**config.mk**
```make
export PLATFORM = sky130hd
export DESIGN_NAME = axi_lite_slave_if
export DESIGN_NICKNAME = d
export VERILOG_FILES = /design/src/rtl/axi_lite_pkg.sv /design/src/rtl/req_timeout.sv /design/src/rtl/axi_lite_slave_if.sv
export SDC_FILE = /design/constraint.sdc
export NUM_CORES = 1
export LEC_CHECK = 0
export BUFFER_PORTS_ARGS = -buffer_cell sky130_fd_sc_hd__buf_2
export CELL_PAD_IN_SITES_DETAIL_PLACEMENT = 0
export CELL_PAD_IN_SITES_GLOBAL_PLACEMENT = 1
export CORE_MARGIN = 4
export CORE_UTILIZATION = 35
export DETAILED_ROUTE_END_ITERATION = 10
export GPL_ROUTABILITY_DRIVEN = 0
export PLACE_DENSITY_LB_ADDON = 0.1
export SLEW_MARGIN = 20
export SYNTH_ARGS = -nofsm -noshare
export SYNTH_HDL_FRONTEND = slang
export SYNTH_SLANG_ARGS = --single-unit
```
**constraint.sdc**
```tcl
create_clock -name clk -period 6 [get_ports clk]
set_input_delay 0.3 -clock clk [delete_from_list [all_inputs] [get_ports clk]]
set_output_delay 0.3 -clock clk [all_outputs]
set_load 0.02 [all_outputs]
```
**src/rtl/axi_lite_pkg.sv**
```systemverilog
// Shared definitions for the AXI4-Lite slave front end: response codes and
// the state encodings of the independent write and read FSMs.
package axi_lite_pkg;

    localparam logic [1:0] RESP_OKAY   = 2'b00;
    localparam logic [1:0] RESP_SLVERR = 2'b10;

    typedef enum logic [1:0] {
        W_IDLE = 2'd0,
        W_REQ  = 2'd1,
        W_RESP = 2'd2
    } wr_state_t;

    typedef enum logic [1:0] {
        R_IDLE = 2'd0,
        R_REQ  = 2'd1,
        R_RESP = 2'd2
    } rd_state_t;

endpackage

```
**src/rtl/req_timeout.sv**
```systemverilog
// Request watchdog: counts cycles while a downstream request is held and
// flags expiry on the TIMEOUT_CYCLES-th cycle. TIMEOUT_CYCLES = 0 disables it.
module req_timeout #(
    parameter int unsigned TIMEOUT_CYCLES = 256
) (
    input  logic clk,
    input  logic rst,
    input  logic start,
    input  logic active,
    input  logic done,
    output logic expired
);

    localparam int unsigned CNT_W    = (TIMEOUT_CYCLES > 1) ? $clog2(TIMEOUT_CYCLES) : 1;
    localparam int unsigned LAST_INT = (TIMEOUT_CYCLES > 0) ? TIMEOUT_CYCLES - 1 : 0;
    localparam logic [CNT_W-1:0] LAST = LAST_INT[CNT_W-1:0];
    localparam bit ENABLED = (TIMEOUT_CYCLES != 0);

    logic [CNT_W-1:0] cnt;

    // Counter restarts on each new request and saturates at the final cycle
    // so it can never wrap if the owner lingers for a cycle.
    always_ff @(posedge clk or posedge rst) begin
        if (rst) begin
            cnt <= '0;
        end else if (start || done) begin
            cnt <= '0;
        end else if (active && (cnt != LAST)) begin
            cnt <= cnt + 1'b1;
        end
    end

    // Expiry is raised during the last permitted request cycle; the owning
    // FSM gives a simultaneous done priority over it.
    always_comb begin
        expired = ENABLED && active && (cnt == LAST);
    end

endmodule

```
**src/rtl/axi_lite_slave_if.sv**
```systemverilog
// AXI4-Lite slave front end: turns the five AXI channels into a flat
// level-held request/done interface for the address decode stage.
//
// Handshake rule on every AXI channel: a transfer happens on a rising clk edge
// where valid and ready are both 1; ready never depends on valid in this
// block, and bvalid/rvalid with their payloads stay stable until accepted.
// On the decode side, we/re are held high until the matching done is sampled
// (or the watchdog expires); done outside a request is ignored.
module axi_lite_slave_if
    import axi_lite_pkg::*;
#(
    parameter int unsigned ADDR_W         = 32,
    parameter int unsigned DATA_W         = 32,
    parameter int unsigned TIMEOUT_CYCLES = 256
) (
    input  logic                clk,
    input  logic                rst,
    input  logic [ADDR_W-1:0]   s_axi_awaddr,
    input  logic                s_axi_awvalid,
    output logic                s_axi_awready,
    input  logic [DATA_W-1:0]   s_axi_wdata,
    input  logic [DATA_W/8-1:0] s_axi_wstrb,
    input  logic                s_axi_wvalid,
    output logic                s_axi_wready,
    output logic [1:0]          s_axi_bresp,
    output logic                s_axi_bvalid,
    input  logic                s_axi_bready,
    input  logic [ADDR_W-1:0]   s_axi_araddr,
    input  logic                s_axi_arvalid,
    output logic                s_axi_arready,
    output logic [DATA_W-1:0]   s_axi_rdata,
    output logic [1:0]          s_axi_rresp,
    output logic                s_axi_rvalid,
    input  logic                s_axi_rready,
    output logic [ADDR_W-1:0]   waddr,
    output logic [DATA_W-1:0]   wdata,
    output logic                we,
    input  logic                wdone,
    output logic [ADDR_W-1:0]   raddr,
    output logic                re,
    input  logic                rdone,
    input  logic [DATA_W-1:0]   rdata
);

    // ---------------------------------------------------------------- write
    wr_state_t   wr_state;
    wr_state_t   wr_next;
    logic        aw_captured;
    logic        w_captured;
    logic        w_strb_ok;
    logic        aw_hs;
    logic        w_hs;
    logic        b_hs;
    logic        aw_have;
    logic        w_have;
    logic        strb_ok;
    logic        wr_start;
    logic        wr_expired;
    logic        wr_resp_load;
    logic [1:0]  wr_resp_val;

    // Ready lines are forced low while rst is high so every output reads 0.
    assign s_axi_awready = !rst && (wr_state == W_IDLE) && !aw_captured;
    assign s_axi_wready  = !rst && (wr_state == W_IDLE) && !w_captured;
    assign aw_hs         = s_axi_awvalid && s_axi_awready;
    assign w_hs          = s_axi_wvalid && s_axi_wready;
    assign b_hs          = s_axi_bvalid && s_axi_bready;
    assign aw_have       = aw_captured || aw_hs;
    assign w_have        = w_captured || w_hs;
    assign strb_ok       = w_captured ? w_strb_ok : (&s_axi_wstrb);
    assign we            = (wr_state == W_REQ);
    assign s_axi_bvalid  = (wr_state == W_RESP);

    // Write state register.
    always_ff @(posedge clk or posedge rst) begin
        if (rst) begin
            wr_state <= W_IDLE;
        end else begin
            wr_state <= wr_next;
        end
    end

    // Write next-state: partial strobes are refused without touching decode.
    always_comb begin
        wr_next      = wr_state;
        wr_start     = 1'b0;
        wr_resp_load = 1'b0;
        wr_resp_val  = RESP_OKAY;
        case (wr_state)
            W_IDLE: begin
                if (aw_have && w_have) begin
                    if (strb_ok) begin
                        wr_next  = W_REQ;
                        wr_start = 1'b1;
                    end else begin
                        wr_next      = W_RESP;
                        wr_resp_load = 1'b1;
                        wr_resp_val  = RESP_SLVERR;
                    end
                end
            end
            W_REQ: begin
                if (wdone) begin
                    wr_next      = W_RESP;
                    wr_resp_load = 1'b1;
                    wr_resp_val  = RESP_OKAY;
                end else if (wr_expired) begin
                    wr_next      = W_RESP;
                    wr_resp_load = 1'b1;
                    wr_resp_val  = RESP_SLVERR;
                end
            end
            W_RESP: begin
                if (s_axi_bready) begin
                    wr_next = W_IDLE;
                end
            end
            default: begin
                wr_next = W_IDLE;
            end
        endcase
    end

    // AW/W capture: each channel latches on its own handshake, flags clear
    // once the B response is accepted.
    always_ff @(posedge clk or posedge rst) begin
        if (rst) begin
            aw_captured <= 1'b0;
            w_captured  <= 1'b0;
            w_strb_ok   <= 1'b0;
            waddr       <= '0;
            wdata       <= '0;
        end else begin
            if (aw_hs) begin
                aw_captured <= 1'b1;
                waddr       <= s_axi_awaddr;
            end else if (b_hs) begin
                aw_captured <= 1'b0;
            end
            if (w_hs) begin
                w_captured <= 1'b1;
                w_strb_ok  <= &s_axi_wstrb;
                wdata      <= s_axi_wdata;
            end else if (b_hs) begin
                w_captured <= 1'b0;
            end
        end
    end

    // Write response code, held stable through W_RESP.
    always_ff @(posedge clk or posedge rst) begin
        if (rst) begin
            s_axi_bresp <= RESP_OKAY;
        end else if (wr_resp_load) begin
            s_axi_bresp <= wr_resp_val;
        end
    end

    req_timeout #(
        .TIMEOUT_CYCLES(TIMEOUT_CYCLES)
    ) u_wr_timeout (
        .clk    (clk),
        .rst    (rst),
        .start  (wr_start),
        .active (we),
        .done   (wdone),
        .expired(wr_expired)
    );

    // ----------------------------------------------------------------- read
    rd_state_t   rd_state;
    rd_state_t   rd_next;
    logic        ar_hs;
    logic        rd_start;
    logic        rd_expired;
    logic        rd_resp_load;
    logic [1:0]  rd_resp_val;
    logic [DATA_W-1:0] rd_data_val;

    assign s_axi_arready = !rst && (rd_state == R_IDLE);
    assign ar_hs         = s_axi_arvalid && s_axi_arready;
    assign re            = (rd_state == R_REQ);
    assign s_axi_rvalid  = (rd_state == R_RESP);

    // Read state register.
    always_ff @(posedge clk or posedge rst) begin
        if (rst) begin
            rd_state <= R_IDLE;
        end else begin
            rd_state <= rd_next;
        end
    end

    // Read next-state: a timed-out read returns zero data with SLVERR.
    always_comb begin
        rd_next      = rd_state;
        rd_start     = 1'b0;
        rd_resp_load = 1'b0;
        rd_resp_val  = RESP_OKAY;
        rd_data_val  = '0;
        case (rd_state)
            R_IDLE: begin
                if (ar_hs) begin
                    rd_next  = R_REQ;
                    rd_start = 1'b1;
                end
            end
            R_REQ: begin
                if (rdone) begin
                    rd_next      = R_RESP;
                    rd_resp_load = 1'b1;
                    rd_resp_val  = RESP_OKAY;
                    rd_data_val  = rdata;
                end else if (rd_expired) begin
                    rd_next      = R_RESP;
                    rd_resp_load = 1'b1;
                    rd_resp_val  = RESP_SLVERR;
                end
            end
            R_RESP: begin
                if (s_axi_rready) begin
                    rd_next = R_IDLE;
                end
            end
            default: begin
                rd_next = R_IDLE;
            end
        endcase
    end

    // Read address capture and R payload registers.
    always_ff @(posedge clk or posedge rst) begin
        if (rst) begin
            raddr       <= '0;
            s_axi_rdata <= '0;
            s_axi_rresp <= RESP_OKAY;
        end else begin
            if (ar_hs) begin
                raddr <= s_axi_araddr;
            end
            if (rd_resp_load) begin
                s_axi_rdata <= rd_data_val;
                s_axi_rresp <= rd_resp_val;
            end
        end
    end

    req_timeout #(
        .TIMEOUT_CYCLES(TIMEOUT_CYCLES)
    ) u_rd_timeout (
        .clk    (clk),
        .rst    (rst),
        .start  (rd_start),
        .active (re),
        .done   (rdone),
        .expired(rd_expired)
    );

endmodule

```
* Yosys cells after proc, flatten, opt, wreduce, memory -nomap -nowiden
Cells that the tools add are included.
Storage, ports and cells: word-level logic and storage cells 100, flip-flop bits (word level) 155, output and inout bits 139, input bits 141
Operators by class: reduce and logical (&&, ||, !) cells 29, multiplexer cells 42, equal/unequal tests 14, add/subtract/negate cells 2
Operators by type and width (number):
- $mux 32 | 2
- $mux 2 | 16
- $mux 8 | 4
- $add 8x1->8 const B | 2
- $eq 8x8->1 const B | 2
- $mux 1 | 16
- $ne 8x8->1 const B | 2
- $logic_and 1x1->1 | 13
- $pmux 2 s3 | 2
- $reduce_bool 2->1 | 4
- $ne 2x1->1 const B | 3
- $ne 3x3->1 const B | 2
- $reduce_and 3->1 | 2
- $eq 2x1->1 const B | 2
- $eq 2x2->1 const B | 2
- $logic_not 2->1 | 2
- $logic_or 1x1->1 | 4
- $pmux 2 s2 | 1
- $reduce_and 4->1 | 1
- $logic_not 1->1 | 3
- $ne 2x2->1 const B | 1
- $pmux 1 s2 | 1

* Logic depth before layout (Yosys ltp)
depth after elaboration 10, mapped depth 6, mapped depth without buffers 5

* Modules after synthesis
From an unflattened synthesis, not the netlist that was laid out.
Second synthesis, totals: cell total of the unflattened synthesis 426, area, all modules 6202.2 um^2
Modules (own cells, without submodules):
- axi_lite_slave_if | seq. area each 3428.3 um^2, instances 1, area each 5331.4 um^2, cells each 330
- req_timeout | seq. area each 200.2 um^2, instances 2, area each 435.4 um^2, cells each 48

* Worst setup path before layout
OpenSTA, ideal clock, no wires.
path kind register to register, start point register w_captured, end point register wdata[10], cell stages (with the launch flop) 5, data arrival time 1533 ps, setup time 125 ps, period minus slack after synthesis 1658 ps, slack 4342 ps, buffers on the path 1, required time 5875 ps, cells stage by stage dfrtp_1 nor4_4 nand2_2 buf_2 mux2_2
Between the ends: cells in the longest elaborated chain, start to end 3
RTL lines:
- start: declaration | line axi_lite_slave_if.sv:49 | logic w_captured;
- start signal: assignment | line axi_lite_slave_if.sv:129 | w_captured <= 1'b0;
- start signal: assignment | line axi_lite_slave_if.sv:141 | w_captured <= 1'b1;
- start signal: assignment | line axi_lite_slave_if.sv:145 | w_captured <= 1'b0;
- $logic_not 1->1 | line axi_lite_slave_if.sv:64 | assign s_axi_wready = !rst && (wr_state == W_IDLE) && !w_captured;
- $logic_and 1x1->1 | line axi_lite_slave_if.sv:64
- via s_axi_wready | line axi_lite_slave_if.sv:24 | output logic s_axi_wready,
- $logic_and 1x1->1 | line axi_lite_slave_if.sv:66 | assign w_hs = s_axi_wvalid && s_axi_wready;
- end signal: assignment | line axi_lite_slave_if.sv:143 | wdata <= s_axi_wdata;
- end: declaration | line axi_lite_slave_if.sv:36 | output logic [DATA_W-1:0] wdata,
The timed path passes the listed nets, and every way through them passes these cells. A chain may end at the register's enable or synchronous reset.

* Worst setup path in the final report
start point register rd_state[0], end point register u_rd_timeout.cnt[3]
Between the ends: cells in the longest elaborated chain, start to end 7, elaborated cells between the ends (all ways) 10, those cells by class eq/ne (1); mux (3); reduce/logical (6)
RTL lines:
- start: declaration | line axi_lite_slave_if.sv:171 | rd_state_t rd_state;
- start signal: assignment | line axi_lite_slave_if.sv:190 | rd_state <= rd_next;
- $logic_not 2->1 | line axi_lite_slave_if.sv:180, axi_lite_slave_if.sv:201
- $logic_and 1x1->1 | line axi_lite_slave_if.sv:180 | assign s_axi_arready = !rst && (rd_state == R_IDLE);
- $logic_and 1x1->1 | line axi_lite_slave_if.sv:181 | assign ar_hs = s_axi_arvalid && s_axi_arready;
- $mux 1 | line axi_lite_slave_if.sv:203 | if (ar_hs) begin
- $mux 1 | line axi_lite_slave_if.sv:201 | case (rd_state)
- $logic_or 1x1->1 | line req_timeout.sv:26 | end else if (start || done) begin
- $mux 8 / $reduce_bool 2->1 (equally long branches)
- end signal: assignment | line req_timeout.sv:29 | cnt <= cnt + 1'b1;
- end: declaration | line req_timeout.sv:19 | logic [CNT_W-1:0] cnt;
Several ways; a longest one is shown, not always the timed one.

==> results by group <==
Status
  • Outcome: complete, no violations

Flow run
  • Max Cap Viol: 0

Critical path
  • Worst Path Max Fanout: 26
  • Crit end category: flip-flop
  • WP data required: approximately 6.3 ns
  • Worst EP arrival: between 2 and 2.5 ns
  • Crit Path Category: flip-flop to flip-flop
  • CP Launch Type: flip-flop

Clocking
  • Skew-Pair Late Insertion Delay: between 0.4 and 0.5 ns
  • CTS root buf: clkbuf_16
  • Clock slew seen by the registers of the worst setup and hold paths: 0.06 ns
  • PostCTS Resize Cnt: 0
  • CTS H-tree lvls: 4
  • CTS Hold Bufs: 0
  • CTS tree: done
  • Clock sinks: between 150 and 200
  • TritonCTS Buffers: 17
  • Post-CTS setup buffers: 0
  • Clk buf depth: 2

Floorplan
  • Core Box Area: 17200 um^2
  • Row cnt: 48
  • IO Pins: 280
  • Die height: 140 um
  • Die Wd: roughly 140 um
  • Total Die Area: 19600 um^2
  • Starting Density: 35.5%

Timing
  • Hold slack: 0.0898 ns
  • Slew margin rel.: 43.5%
  • Endpoints failing setup: 0
  • FMAX: 482 MHz
  • Fin crit share: 34.6%
  • Hold Vio Cnt, Final: 0
  • RSZ-0062 raised after global routing: no
  • Clock Skew: 0.00663 ns
  • Min Tclk post-route: 2.07 ns
  • Worst-Margin Slew: 0.847 ns
  • Max-slew violations: 0
  • Setup TNS: 0 ns

Pwr
  • Lkg Pwr: 4.05 nW
  • Maximum vdd drop: 0.223 mV
  • Pwr per Cell Area: 532 nW/um^2

Routing
  • DR pass1 iterations: 4
  • Top sig layer: met4
  • Metal-1 WL: 6.21 mm
  • DRC: 0
  • 1st-iter DRT viols: ~200
  • Total Wirelength: 15.7 mm
  • DR vias: 4472
  • Drt via density: approximately 4.8
  • Met3 WL: ~1.1 mm
  • Met2 routed WL: 7.93 mm
  • Routed WL per cell: 16.7 um
  • Post-DRT Antenna Nets: 0

Synth
  • Mapped Cells: 423
  • Cell with the most instances after synthesis: dfrtp_1
  • Synth Area in XOR/XNOR: less than 1%
  • Sequential share of the synthesized area: 62.7%
  • Post-Syn Area: about 6100 um^2
  • Top FF cell, synth: dfrtp_1
  • Asr flop ratio synth: 100%
  • Post-synthesis mux area share: 17.9%
  • Syn_area_per_cell: about 14 um^2
  • Synth Area in Simple Gates: about 6.6%
  • Flops & latches, synth: about 150
  • Synth Area in Adders: 0.410%
  • Largest cells by area after synthesis: dfrtp_1 63%, mux2_2 18%, a22o_1 4.6%
  • Main combinational cell family by area after synthesis: multiplexers
  • Largest area contributor in the netlist: dfrtp_1
  • Post-synthesis compound-gate area fraction: slightly below 9%
  • Synth cell count leaders: 153 x dfrtp_1, 96 x mux2_2, 32 x a22o_1
  • Netlist cell types: 49
  • Top cell type's share of synthesized area: 62.7%
  • Post-synth EDFFs: 0
  • YS warnings: 0

Layout
  • Post-layout nets: between 800 and 900
  • Layout cells sized above 1: 58.7%
  • Area grow syn2layout: 34.8%
  • Non-filler instance count after layout: about 940
  • Design area: 8230 um^2

Place
  • DP Wirelength: 11.7 mm
  • Area post-placement: 7640 um^2
  • Port Buf Inserts: 277
  • # placed instances: 905

GRT
  • Pin count of the biggest net entering global routing: 88
  • First-pass GRT wire length: 25.4 mm
  • Number of global-route vias before repair: just under 5000
  • Total grt overflow: 0
  • Initial antenna violation count: 1
  • Gr usage total: 16.1%

Hold path
  • Hold/Removal Path Class: primary input to flip-flop
-- layer usage --
metal	GRT usage, %	vias to the layer above
li1	-	2094
met1	18.9	2189
met2	27.2	158
met3	5.19	31
met4	7.14	0
met5	0	-
-- cell type report --
| cell class | instances | area (um^2) |
|---|---|---|
| fillers | 1647 | 8950 |
| flip-flops and latches | 153 | 3830 |
| multi-input cells | 242 | 2100 |
| repair buffers | 281 | 1420 |
| clock buffers | 18 | 439 |
| well taps | 225 | 282 |
| clock inverters | 14 | 140 |
| inverters | 4 | 20.0 |
| diodes | 1 | 2.50 |
-- final timing paths --
| kind | from | to | slack [ns] | cells after the start |
|---|---|---|---|---|
| worst max register to register | rd_state[0] | u_rd_timeout.cnt[3] | 3.93 | 5 |
| worst min-delay path | s_axi_rready | rd_state[1] | 0.09 | 2 |
| worst min register to register | w_strb_ok | w_strb_ok | 0.49 | 2 |
| min in group asynchronous | rst | raddr[15] | 0.13 | 2 |
| max in group asynchronous | rst | waddr[31] | 4.45 | 3 |
| worst max-delay path | rd_state[0] | u_rd_timeout.cnt[3] | 3.93 | 5 |
-- placed cells by master, fill, tap and decap left out, types with 3 or more instances in the layout --
cell and instances:
buf_2 277, dfrtp_1 153, mux2_2 96, a22o_1 32
clkbuf_16 17, nor2_1 15, a21oi_1 13, nand3_1 8
nand2_1 8, o21ai_0 7, nor3_1 6, nand4_1 4
a211oi_1 4, inv_6 4, clkinvlp_4 4, buf_4 4
inv_1 3, nor2b_1 3, xor2_1 3, clkinv_4 3
-- cells by family (layout without fill, tap and decap cells) --
family                     after synthesis  count (layout)
xor gates and xnor gates                 4               4
adders and majority gates                2               2
buffers and inverters                   29             317
AOI/OAI and AO/OA                       72              72
other                                    1               3
muxes                                   97              97
DFF                                    153             153
and+or+nand+nor                         65              65
-- worst max-delay path, stage by stage, from the launching register on --
cell and delay (ns):
dfrtp_1 0.43, nor4b_4 0.61, buf_4 0.43, or2_1 0.29
or4_1 0.15, nand2_1 0.05
-- metrics by stage --
| stage | power, mW | setup slack (ns) | utilization, % |
|---|---|---|---|
| final | 4.37 | 3.93 | 47.9 |
| after global routing | 4.63 | 3.69 | 47.9 |
| after CTS | 4.44 | 3.88 | 47.9 |
| after detailed placement | 3.38 | 3.76 | 44.5 |
| after global placement | 3.34 | 3.80 | 44.5 |
| after floorplan | 2.75 | 1.42 | - |
-- sequential cells by signal, summed over array words and instances (netlist names) --
name and count:
rd_state 2, u_wr_timeout.cnt 8, aw_captured 1, s_axi_rdata 32, raddr 32, s_axi_rresp 1
w_captured 1, wr_state 2, s_axi_bresp 1, w_strb_ok 1, waddr 32, wdata 32
u_rd_timeout.cnt 8
-- report_power, final --
part | internal (mW) | switching (mW)
clock network | 0.592 | 0.447
registers | 1.46 | 0.224
logic | 0.681 | 0.972
No activity file was read; power rests on OpenSTA's default activity.
